**src/rtl/uart_rx_pkg.sv**
```systemverilog
// Shared types and constants for the UART receive path.
package uart_rx_pkg;

  typedef enum logic [2:0] {
    StIdle,
    StStart,
    StData,
    StParity,
    StStop
  } rx_state_e;

  localparam int unsigned PARITY_EVEN = 0;
  localparam int unsigned PARITY_ODD  = 1;

  function automatic logic majority3(input logic a, input logic b, input logic c);
    return (a & b) | (a & c) | (b & c);
  endfunction

endpackage

```
**src/rtl/uart_rx_if.sv**
```systemverilog
// Host-side bundle of the UART receiver: serial line and parity enable in, byte and flags out.
interface uart_rx_if #(
  parameter int unsigned DATA_WIDTH = 8
);
  logic                  rx_in;
  logic                  parity_en;
  logic [DATA_WIDTH-1:0] p_data;
  logic                  data_valid;
  logic                  parity_error;
  logic                  stop_error;
  logic                  busy;

  // master: the receiver itself; slave: the logic feeding the line and consuming bytes
  modport master (
    input  rx_in,
    input  parity_en,
    output p_data,
    output data_valid,
    output parity_error,
    output stop_error,
    output busy
  );

  modport slave (
    output rx_in,
    output parity_en,
    input  p_data,
    input  data_valid,
    input  parity_error,
    input  stop_error,
    input  busy
  );
endinterface

```
**src/rtl/uart_rx_sampler.sv**
```systemverilog
// Bit timer and 3-sample majority voter around the middle of each bit period.
module uart_rx_sampler
  import uart_rx_pkg::*;
#(
  parameter int unsigned PRESCALE = 8
) (
  input  logic clk,
  input  logic rst,
  input  logic run_i,
  input  logic rxs_i,
  output logic vote_o,
  output logic sample_done_o,
  output logic bit_end_o
);

  localparam int unsigned CntW = $clog2(PRESCALE);
  localparam int unsigned Mid  = PRESCALE / 2;

  localparam logic [CntW-1:0] SampA  = CntW'(Mid - 1);
  localparam logic [CntW-1:0] SampB  = CntW'(Mid);
  localparam logic [CntW-1:0] SampC  = CntW'(Mid + 1);
  localparam logic [CntW-1:0] CntMax = CntW'(PRESCALE - 1);

  logic [CntW-1:0] cnt_q, cnt_d;
  logic            s0_q, s0_d;
  logic            s1_q, s1_d;

  // Counter parks at 0 while idle so a new frame always starts at cnt = 0
  always_comb begin
    cnt_d = cnt_q;
    s0_d  = s0_q;
    s1_d  = s1_q;
    if (!run_i) begin
      cnt_d = '0;
    end else begin
      cnt_d = (cnt_q == CntMax) ? '0 : cnt_q + 1'b1;
      if (cnt_q == SampA) s0_d = rxs_i;
      if (cnt_q == SampB) s1_d = rxs_i;
    end
  end

  always_ff @(posedge clk or posedge rst) begin
    if (rst) begin
      cnt_q <= '0;
      s0_q  <= 1'b1;
      s1_q  <= 1'b1;
    end else begin
      cnt_q <= cnt_d;
      s0_q  <= s0_d;
      s1_q  <= s1_d;
    end
  end

  assign vote_o        = majority3(s0_q, s1_q, rxs_i);
  assign sample_done_o = run_i && (cnt_q == SampC);
  assign bit_end_o     = run_i && (cnt_q == CntMax);

endmodule

```
**src/rtl/uart_rx.sv**
```systemverilog
// UART receiver: synchronises rx_in, deframes start/data/parity/stop and flags frame errors.
module uart_rx
  import uart_rx_pkg::*;
#(
  parameter int unsigned PRESCALE    = 8,
  parameter int unsigned DATA_WIDTH  = 8,
  parameter int unsigned PARITY_TYPE = PARITY_EVEN
) (
  input logic        clk,
  input logic        rst,
  uart_rx_if.master  uart_io
);

  localparam int unsigned IdxW   = (DATA_WIDTH > 1) ? $clog2(DATA_WIDTH) : 1;
  localparam logic [IdxW-1:0] IdxMax = IdxW'(DATA_WIDTH - 1);
  localparam logic ParOdd = (PARITY_TYPE == PARITY_ODD);

  rx_state_e             state_q, state_d;
  logic [IdxW-1:0]       bidx_q, bidx_d;
  logic [DATA_WIDTH-1:0] shift_q, shift_d;
  logic [DATA_WIDTH-1:0] p_data_q, p_data_d;
  logic                  pen_q, pen_d;
  logic                  par_q, par_d;
  logic                  dv_q, dv_d;
  logic                  pe_q, pe_d;
  logic                  se_q, se_d;
  logic                  rx_meta_q, rxs_q;

  logic vote, sample_done, bit_end;
  logic exp_par, stop_bad, par_bad;

  // Two-flop synchroniser; idles high so reset does not look like a start bit
  always_ff @(posedge clk or posedge rst) begin
    if (rst) begin
      rx_meta_q <= 1'b1;
      rxs_q     <= 1'b1;
    end else begin
      rx_meta_q <= uart_io.rx_in;
      rxs_q     <= rx_meta_q;
    end
  end

  uart_rx_sampler #(
    .PRESCALE (PRESCALE)
  ) u_sampler (
    .clk           (clk),
    .rst           (rst),
    .run_i         (state_q != StIdle),
    .rxs_i         (rxs_q),
    .vote_o        (vote),
    .sample_done_o (sample_done),
    .bit_end_o     (bit_end)
  );

  assign exp_par  = ParOdd ? ~^shift_q : ^shift_q;
  assign stop_bad = ~vote;
  assign par_bad  = pen_q & (par_q != exp_par);

  always_comb begin
    state_d  = state_q;
    bidx_d   = bidx_q;
    shift_d  = shift_q;
    p_data_d = p_data_q;
    pen_d    = pen_q;
    par_d    = par_q;
    dv_d     = 1'b0;
    pe_d     = 1'b0;
    se_d     = 1'b0;
    unique case (state_q)
      StIdle: begin
        if (!rxs_q) begin
          state_d = StStart;
          pen_d   = uart_io.parity_en;
        end
      end
      StStart: begin
        if (sample_done && vote) begin
          state_d = StIdle;
        end else if (bit_end) begin
          state_d = StData;
          bidx_d  = '0;
        end
      end
      StData: begin
        if (sample_done) shift_d[bidx_q] = vote;
        if (bit_end) begin
          if (bidx_q == IdxMax) begin
            state_d = pen_q ? StParity : StStop;
          end else begin
            bidx_d = bidx_q + 1'b1;
          end
        end
      end
      StParity: begin
        if (sample_done) par_d = vote;
        if (bit_end) state_d = StStop;
      end
      StStop: begin
        // Leaving at mid-stop leaves half a bit to catch a back-to-back start edge
        if (sample_done) begin
          se_d    = stop_bad;
          pe_d    = par_bad;
          state_d = StIdle;
          if (!stop_bad && !par_bad) begin
            dv_d     = 1'b1;
            p_data_d = shift_q;
          end
        end
      end
      default: state_d = StIdle;
    endcase
  end

  always_ff @(posedge clk or posedge rst) begin
    if (rst) begin
      state_q  <= StIdle;
      bidx_q   <= '0;
      shift_q  <= '0;
      p_data_q <= '0;
      pen_q    <= 1'b0;
      par_q    <= 1'b0;
      dv_q     <= 1'b0;
      pe_q     <= 1'b0;
      se_q     <= 1'b0;
    end else begin
      state_q  <= state_d;
      bidx_q   <= bidx_d;
      shift_q  <= shift_d;
      p_data_q <= p_data_d;
      pen_q    <= pen_d;
      par_q    <= par_d;
      dv_q     <= dv_d;
      pe_q     <= pe_d;
      se_q     <= se_d;
    end
  end

  assign uart_io.p_data       = p_data_q;
  assign uart_io.data_valid   = dv_q;
  assign uart_io.parity_error = pe_q;
  assign uart_io.stop_error   = se_q;
  assign uart_io.busy         = (state_q != StIdle);

endmodule

```
**src/flat_wrapper.sv**
```systemverilog
// flat-port wrapper written by rule: the top's interface ports become plain ports
module uart_rx_flat import uart_rx_pkg::*;
#(
  parameter int unsigned PRESCALE    = 8,
  parameter int unsigned DATA_WIDTH  = 8,
  parameter int unsigned PARITY_TYPE = PARITY_EVEN
)
  (clk, rst, uart_io_rx_in, uart_io_parity_en, uart_io_p_data, uart_io_data_valid, uart_io_parity_error, uart_io_stop_error, uart_io_busy);
  uart_rx_if #(.DATA_WIDTH(DATA_WIDTH)) uart_io_i ();
  input logic clk;
  input logic rst;
  input wire logic [$bits(uart_io_i.rx_in)-1:0] uart_io_rx_in;
  input wire logic [$bits(uart_io_i.parity_en)-1:0] uart_io_parity_en;
  output wire logic [$bits(uart_io_i.p_data)-1:0] uart_io_p_data;
  output wire logic [$bits(uart_io_i.data_valid)-1:0] uart_io_data_valid;
  output wire logic [$bits(uart_io_i.parity_error)-1:0] uart_io_parity_error;
  output wire logic [$bits(uart_io_i.stop_error)-1:0] uart_io_stop_error;
  output wire logic [$bits(uart_io_i.busy)-1:0] uart_io_busy;
  assign uart_io_i.rx_in = uart_io_rx_in;
  assign uart_io_i.parity_en = uart_io_parity_en;
  assign uart_io_p_data = uart_io_i.p_data;
  assign uart_io_data_valid = uart_io_i.data_valid;
  assign uart_io_parity_error = uart_io_i.parity_error;
  assign uart_io_stop_error = uart_io_i.stop_error;
  assign uart_io_busy = uart_io_i.busy;
  uart_rx #(.PRESCALE(PRESCALE), .DATA_WIDTH(DATA_WIDTH), .PARITY_TYPE(PARITY_TYPE)) u_core (.clk(clk), .rst(rst), .uart_io(uart_io_i));
endmodule
```
**config.mk**
```make
export PLATFORM = sky130hd
export DESIGN_NAME = uart_rx_flat
export DESIGN_NICKNAME = d
export VERILOG_FILES = /design/src/rtl/uart_rx_pkg.sv /design/src/rtl/uart_rx_if.sv /design/src/rtl/uart_rx_sampler.sv /design/src/rtl/uart_rx.sv /design/src/flat_wrapper.sv
export SDC_FILE = /design/constraint.sdc
export NUM_CORES = 1
export LEC_CHECK = 0
export ABC_AREA = 0
export ABC_CLOCK_PERIOD_IN_PS = 2500
export CORE_ASPECT_RATIO = 1.25
export CORE_MARGIN = 2
export CORE_UTILIZATION = 52
export CTS_CLUSTER_DIAMETER = 40
export DETAILED_ROUTE_END_ITERATION = 8
export PLACE_DENSITY = 0.81
export SETUP_SLACK_MARGIN = 0.4
export SLEW_MARGIN = 20
export SYNTH_ARGS = -nofsm -noshare
export SYNTH_HDL_FRONTEND = slang
export SYNTH_HIERARCHICAL = 1
export SYNTH_SLANG_ARGS = --single-unit
```
**constraint.sdc**
```tcl
create_clock -name clk -period 2.5 [get_ports clk]
set_clock_uncertainty 0.2 [all_clocks]
set_input_delay 0.25 -clock clk [delete_from_list [all_inputs] [get_ports clk]]
set_output_delay 0.25 -clock clk [all_outputs]
set_load 0.05 [all_outputs]
```
* After elaboration in Yosys (flattened, before gate mapping)
Index checks and enable logic that the tools add are counted.
** Operators by class
- Mux-type cells :: 26
- Reductions and logical operators :: 18
- Multiply operators :: 0
- Order comparisons :: 2
- Divide/modulo/power cells :: 0
- Shifts and indexed selects :: 0
- Add/sub/neg operators :: 2
- Equal/unequal tests :: 19
- Bitwise operators :: 8
** Operator list (count)
- two-way mux 3 bit :: 14
- == test 3 bit (second input constant) :: 5
- one-hot mux 3 bit (5 select lines) :: 1
- inequality test 2 x 1 -> 1 bit (second input constant) :: 5
- AND reduction 2 bit :: 5
- == test 3 x 2 -> 1 bit (second input constant) :: 3
- bitwise mux 8 bit :: 1
- two-way mux 1 bit :: 8
- parity 8 bit :: 1
- adder 3 x 1 -> 3 bit (second input constant) :: 2
- inequality test 2 bit (second input constant) :: 3
- one-hot mux 3 bit (2 select lines) :: 1
- AND reduction 6 bit :: 1
- logical AND 1 bit :: 5
- AND reduction 5 bit :: 1
- bitwise AND 1 bit :: 4
- less-than comparator 3 x 4 -> 1 bit (second input constant) :: 1
- demux 1 bit (select 3 bit) :: 1
- == test 3 x 1 -> 1 bit (second input constant) :: 1
- greater-or-equal comparator 3 x 1 -> 1 bit (second input constant) :: 1
- zero test 3 bit :: 1
- inequality test 3 x 1 -> 1 bit (second input constant) :: 1
- AND reduction 3 bit :: 1
- nonzero test 3 bit :: 1
- 5 further kinds :: 7
** Word-level totals
- Flip-flop bits (word level) :: 34
- Bits in read-only memories :: 0
- Output and inout port bits :: 12
- Latch bits :: 0
- Memories :: 0
- Memory bits (writable) :: 0

* Depth between registers and ports, before layout
- Depth after elaboration :: 8
- Gate-level depth with buffers :: 9
- Gate-level depth less buffers :: 7

* Cells and area by module
Netlist, hierarchy kept.
** By module, submodules not included
- uart_rx :: times used 1, sequential area each 728.2 um^2, cells each 172, area an instance 1652.8 um^2
- uart_rx_sampler :: times used 1, sequential area each 127.6 um^2, cells each 24, area an instance 300.3 um^2

* Least setup slack after synthesis
Ideal clock, no wire load.
- Path kind :: register to register
- Start :: register u_core.state_q[1]
- End :: register u_core.state_q[1]
- Slack :: -0.351 ns
- Library setup time :: 0.125 ns
- Clock period less this slack :: 2.851 ns
- Required time :: 2.175 ns
- Arrival :: 2.527 ns
- Stages on the path, launching flop included :: 9
- Buffers on the path :: 2
- Path through :: dfrtp_1 -> clkdlybuf4s18_1 -> or3_1 -> and3_2 -> clkbuf_2 -> nor2b_1 -> nor3_1 -> o31ai_1 -> mux2_2
** On the way
- Cells in the longest elaborated chain, start to end :: 5
- Elaborated cells between the ends (all ways) :: 18
- Classes of those cells :: eq/ne (10); mux (2); reduce/logical (6)
** RTL lines
- start, declared :: RTL line uart_rx.sv:18 : rx_state_e state_q, state_d;
- start signal, assigned :: RTL line uart_rx.sv:116 : state_q <= StIdle;
- start signal, assigned :: RTL line uart_rx.sv:126 : state_q <= state_d;
- nonzero test 3 bit *
- named net uart_io_busy :: RTL line flat_wrapper.sv:18 : output wire logic [$bits(uart_io_i.busy)-1:0] uart_io_busy;
- logical AND 1 bit * :: RTL line uart_rx_sampler.sv:55 : assign sample_done_o = run_i && (cnt_q == SampC);
- named net u_core.sample_done :: RTL line uart_rx.sv:29 : logic vote, sample_done, bit_end;
- logical AND 1 bit :: RTL line uart_rx.sv:77 : if (sample_done && vote) begin
- inequality test 3 x 1 -> 1 bit (no line) / two-way mux 3 bit (equally long branches)
- AND reduction 6 bit (no line) / one-hot mux 3 bit (5 select lines) (equally long branches)
The timed path passes the listed nets; every way through them passes the cells marked *.
A chain may end at the register's enable or synchronous reset.

* Worst setup path in the final report
- Start :: register u_core.state_q[2]
- End :: register u_core.state_q[1]
** On the way
- Cells in the longest elaborated chain, start to end :: 5
- Elaborated cells between the ends (all ways) :: 18
- Classes of those cells :: eq/ne (10); mux (2); reduce/logical (6)
** RTL lines
- nonzero test 3 bit * :: RTL line uart_rx.sv:48 : .run_i (state_q != StIdle),
- logical AND 1 bit * :: RTL line uart_rx_sampler.sv:55
- named net u_core.sample_done :: RTL line uart_rx.sv:29
- logical AND 1 bit :: RTL line uart_rx.sv:77
- inequality test 3 x 1 -> 1 bit (no line) / two-way mux 3 bit (equally long branches)
- AND reduction 6 bit (no line) / one-hot mux 3 bit (5 select lines) (equally long branches)
Marks and branches as above.

==> metrics.txt <==
# TYPE chip_impl_metric gauge
chip_impl_info{name="result_of_the_run",value="finished, final reports clean"} 1
chip_impl_metric{name="finalSetupViolCount",unit=""} 0
chip_impl_info{name="timing_worst_setup_path_type",value="flop to flop"} 1
chip_impl_metric{name="fillerInstances",unit=""} 258
chip_impl_metric{name="layout.nets",unit=""} 231
chip_impl_info{name="worst_setup_path_start_kind",value="flop"} 1
chip_impl_metric{name="initial_utilization",unit=""} 0.551
chip_impl_metric{name="grt_pass1_vias",unit=""} 1354
chip_impl_metric{name="total_area_of_sequential_cells",unit="um2"} 857
chip_impl_metric{name="critPathRequiredTime",unit="ps"} 2470
chip_impl_info{name="worstSetupEndpointType",value="flop"} 1
chip_impl_metric{name="yosys.cell_types.count",unit=""} 39
chip_impl_metric{name="final_max_slew_viol_count",unit=""} 0
chip_impl_metric{name="p_per_area",unit="nW/um2"} 889
chip_impl_metric{name="initialDrtViolationCount",unit=""} 61
chip_impl_metric{name="dieWidth",unit="um"} 58.8
chip_impl_metric{name="synth_net_count",unit=""} 207
chip_impl_metric{name="final.period_utilization",unit=""} 0.832
chip_impl_metric{name="io_pins",unit=""} 16
chip_impl_metric{name="gp_congestion",unit=""} 0.807
chip_impl_metric{name="timing_worst_slew_pin_value",unit="ps"} 517
chip_impl_metric{name="pin_count_of_the_biggest_net_entering_global_routing",unit=""} 30
chip_impl_metric{name="area.growth.synth_to_final",unit="%"} 21.9
chip_impl_info{name="holdCritPathClass",value="flop to flop"} 1
chip_impl_metric{name="finalWorstPathRequiredPeriod",unit="ps"} 2080
chip_impl_metric{name="antenna_found_initial",unit=""} 0
chip_impl_metric{name="cts.htree.levels",unit=""} 2
chip_impl_metric{name="worst_slew_margin_rel",unit=""} 0.655
chip_impl_metric{name="track_usage",unit=""} 0.198
chip_impl_metric{name="synth.ff_latch_count",unit=""} 34
chip_impl_metric{name="numCtsBuffers",unit=""} 5
chip_impl_info{name="synth_top_cell_by_area",value="sky130_fd_sc_hd__dfrtp_1"} 1
chip_impl_metric{name="endpoint_arrival_time_on_the_critical_path",unit="ps"} 2050
chip_impl_metric{name="synth-edff-count",unit=""} 0
chip_impl_metric{name="synth.top_cell.area_share",unit=""} 0.384
chip_impl_metric{name="maxClockFrequency",unit="MHz"} 481
chip_impl_metric{name="fin_tns_setup",unit="ps"} 0
chip_impl_metric{name="hold_viol",unit=""} 0
chip_impl_metric{name="netlist_instances",unit=""} 196
chip_impl_metric{name="synth_async_reset_ratio",unit=""} 1.00
chip_impl_metric{name="floorplan.core_area",unit="um2"} 3540
chip_impl_info{name="yosysMostFrequentCell",value="sky130_fd_sc_hd__nand2_1"} 1
chip_impl_metric{name="total_power",unit="W"} 0.00212
chip_impl_metric{name="dp.final_hpwl",unit="um"} 2500
chip_impl_metric{name="via_per_inst",unit=""} 5.50
chip_impl_metric{name="post_drt_wl_per_cell",unit="um"} 14.2
chip_impl_info{name="synth_area_leaders",value="sky130_fd_sc_hd__dfrtp_1, sky130_fd_sc_hd__nand2_1, sky130_fd_sc_hd__mux2_2, sky130_fd_sc_hd__dfstp_2, sky130_fd_sc_hd__mux2i_1"} 1
chip_impl_metric{name="die_height",unit="um"} 72.5
chip_impl_metric{name="routed-via-count",unit=""} 1430
chip_impl_metric{name="ir_worst_vdd",unit="V"} 0.000575
chip_impl_metric{name="post_route_cells_drive_above_1_share",unit=""} 0.276
chip_impl_metric{name="grt_overflow",unit=""} 0
chip_impl_info{name="post_synth_most_frequent_cells",value="sky130_fd_sc_hd__nand2_1, sky130_fd_sc_hd__dfrtp_1, sky130_fd_sc_hd__nor2_1"} 1
chip_impl_metric{name="row_count",unit=""} 24
chip_impl_metric{name="drv.max_cap_violation_count",unit=""} 0
chip_impl_metric{name="clock_tree.buffer_depth",unit=""} 2
chip_impl_metric{name="antenna_cells_inserted",unit=""} 0
chip_impl_metric{name="cts.clk_slew.worst_paths",unit="ps"} 60
chip_impl_info{name="rsz0062_at_grt",value="yes"} 1
chip_impl_metric{name="die_area",unit="um2"} 4270
chip_impl_metric{name="multi_input_area",unit="um2"} 1110
chip_impl_metric{name="yosys_warnings",unit=""} 6
chip_impl_metric{name="grt_first_pass_wirelength",unit="um"} 6200
chip_impl_metric{name="placement.io_buffers",unit=""} 15
chip_impl_metric{name="p_leak",unit="nW"} 1.10
chip_impl_info{name="clock_tree_from_tritoncts",value="built"} 1
chip_impl_metric{name="worst_skew_pair.late_latency",unit="ps"} 290
chip_impl_info{name="clk_root_buffer_cell",value="sky130_fd_sc_hd__clkbuf_8"} 1
chip_impl_metric{name="postSynthAreaPerCell",unit="um2"} 9.96
chip_impl_metric{name="crit_fanout",unit=""} 8
chip_impl_metric{name="numClockSinks",unit=""} 34
chip_impl_metric{name="drt_pre_antenna_iters",unit=""} 4
chip_impl_metric{name="wl",unit="um"} 3700
chip_impl_metric{name="detail-route-antenna-nets",unit=""} 0
chip_impl_metric{name="syn_area",unit="um2"} 1950
chip_impl_metric{name="drcViolationCount",unit=""} 0
chip_impl_metric{name="sequential_share_of_the_synthesized_area",unit=""} 0.438
chip_impl_info{name="ys.flop_type",value="sky130_fd_sc_hd__dfrtp_1"} 1
-- state kept, by name (all words and copies together) (netlist names) --
register	count
u_core/bidx_q	3
u_core/par_q	1
u_core/pen_q	1
u_core/rx_meta_q	1
u_core/rxs_q	1
u_core/shift_q	8
u_core/state_q	3
u_core/u_sampler/cnt_q	3
u_core/u_sampler/s0_q	1
u_core/u_sampler/s1_q	1
u_core/uart_io.data_valid	1
u_core/uart_io.p_data	8
u_core/uart_io.parity_error	1
u_core/uart_io.stop_error	1
-- report_power, final --
| part | internal [W] | total [W] | switching (W) |
|---|---|---|---|
| Clock | 0.000293 | 0.000485 | 0.000192 |
| Sequential | 0.000651 | 0.000752 | 0.000100 |
| Combinational | 0.000400 | 0.000879 | 0.000479 |
| Total | 0.00134 | 0.00212 | 0.000771 |
-- critical path, stage by stage, from the launching register on --
cell and delay [ps]:
sky130_fd_sc_hd__dfrtp_1 380, sky130_fd_sc_hd__or3_4 400, sky130_fd_sc_hd__and3_4 210, sky130_fd_sc_hd__nor2b_1 110
sky130_fd_sc_hd__nor3_1 90, sky130_fd_sc_hd__o31ai_4 260, sky130_fd_sc_hd__mux2_4 320
-- layout by cell type (no fill, tap or decap), drive strengths merged, types with 2 or more instances in the layout --
cell type,count
and3,2
dfstp,4
and2,2
ha,7
xnor3,2
xnor2,2
mux2i,11
inv,9
o21ai,2
nand3,4
nor2,23
mux2,13
o211ai,9
nor2b,6
clkdlybuf4s50,14
nor3b,2
nand2b,3
clkbuf,6
nor3,8
a21oi,4
dfrtp,30
buf,9
nand2,35
clkinv,2
-- through the flow --
step | setup WS [ps] | instances | utilization | hold slack, ps | cell area, um2
after floorplan | -13.8 | 196 | - | -173 | 2030
after global placement | 309 | 248 | 0.623 | 151 | 2210
after detailed placement | 244 | 248 | 0.623 | 150 | 2210
after CTS | 272 | 257 | 0.658 | 159 | 2330
after global routing | 321 | 260 | 0.672 | 166 | 2380
final | 420 | 260 | 0.672 | 157 | 2380
-- logic make-up after synthesis --
logic type | after synthesis | synth area share
buf+inv | 17 | 0.0404
simple gates | 90 | 0.222
fa+ha+maj | 8 | 0.0500
xor+xnor | 6 | 0.0500
mux | 24 | 0.142
flops | 34 | 0.438
compound gates | 17 | 0.0583
-- repair_timing --
item                                    4_1_cts  5_1_grt
endpoints found under the hold margin         3        0
buffers inserted                              0        3
resized for setup                             3       11
hold buffers                                  1        0
endpoints found under the setup margin        3       11
pin swaps                                     0        4
-- layout make-up --
| cell class | count | area share |
|---|---|---|
| Clock inverter | 3 | 0.0168 |
| Clock buffer | 5 | 0.0289 |
| Timing Repair Buffer | 25 | 0.0935 |
| Sequential cell | 34 | 0.360 |
| Multi-Input combinational cell | 145 | 0.466 |
| Inverter | 9 | 0.0142 |
| Tap cell | 39 | 0.0205 |
-- worst paths after layout --
check / startpoint / end / slack, ps / cells past startpoint
worst max register to register: u_core/state_q[2]$_DFFE_PP0P_ / u_core/state_q[1]$_DFFE_PP0P_ / 420 / 6
worst min-delay path: u_core/rx_meta_q$_DFF_PP1_ / u_core/rxs_q$_DFF_PP1_ / 160 / 0
min in group asynchronous: rst / u_core/u_sampler/cnt_q[1]$_DFF_PP0_ / 550 / 3
max in group asynchronous: rst / u_core/rxs_q$_DFF_PP1_ / 1080 / 4
worst min register to register: u_core/rx_meta_q$_DFF_PP1_ / u_core/rxs_q$_DFF_PP1_ / 160 / 0
worst max-delay path: u_core/state_q[2]$_DFFE_PP0P_ / u_core/state_q[1]$_DFFE_PP0P_ / 420 / 6
-- per-layer routing --
metal | global-route usage | routed length, um | vias up | share of wire
met5 | 0 | 0 | - | 0
li1 | - | - | 710 | -
met4 | 0.121 | 57 | 0 | 0.015
met2 | 0.315 | 1870 | 24 | 0.51
met3 | 0.0321 | 114 | 5 | 0.031
met1 | 0.248 | 1650 | 691 | 0.45
Note: power is estimated with default switching activity, not from simulation.
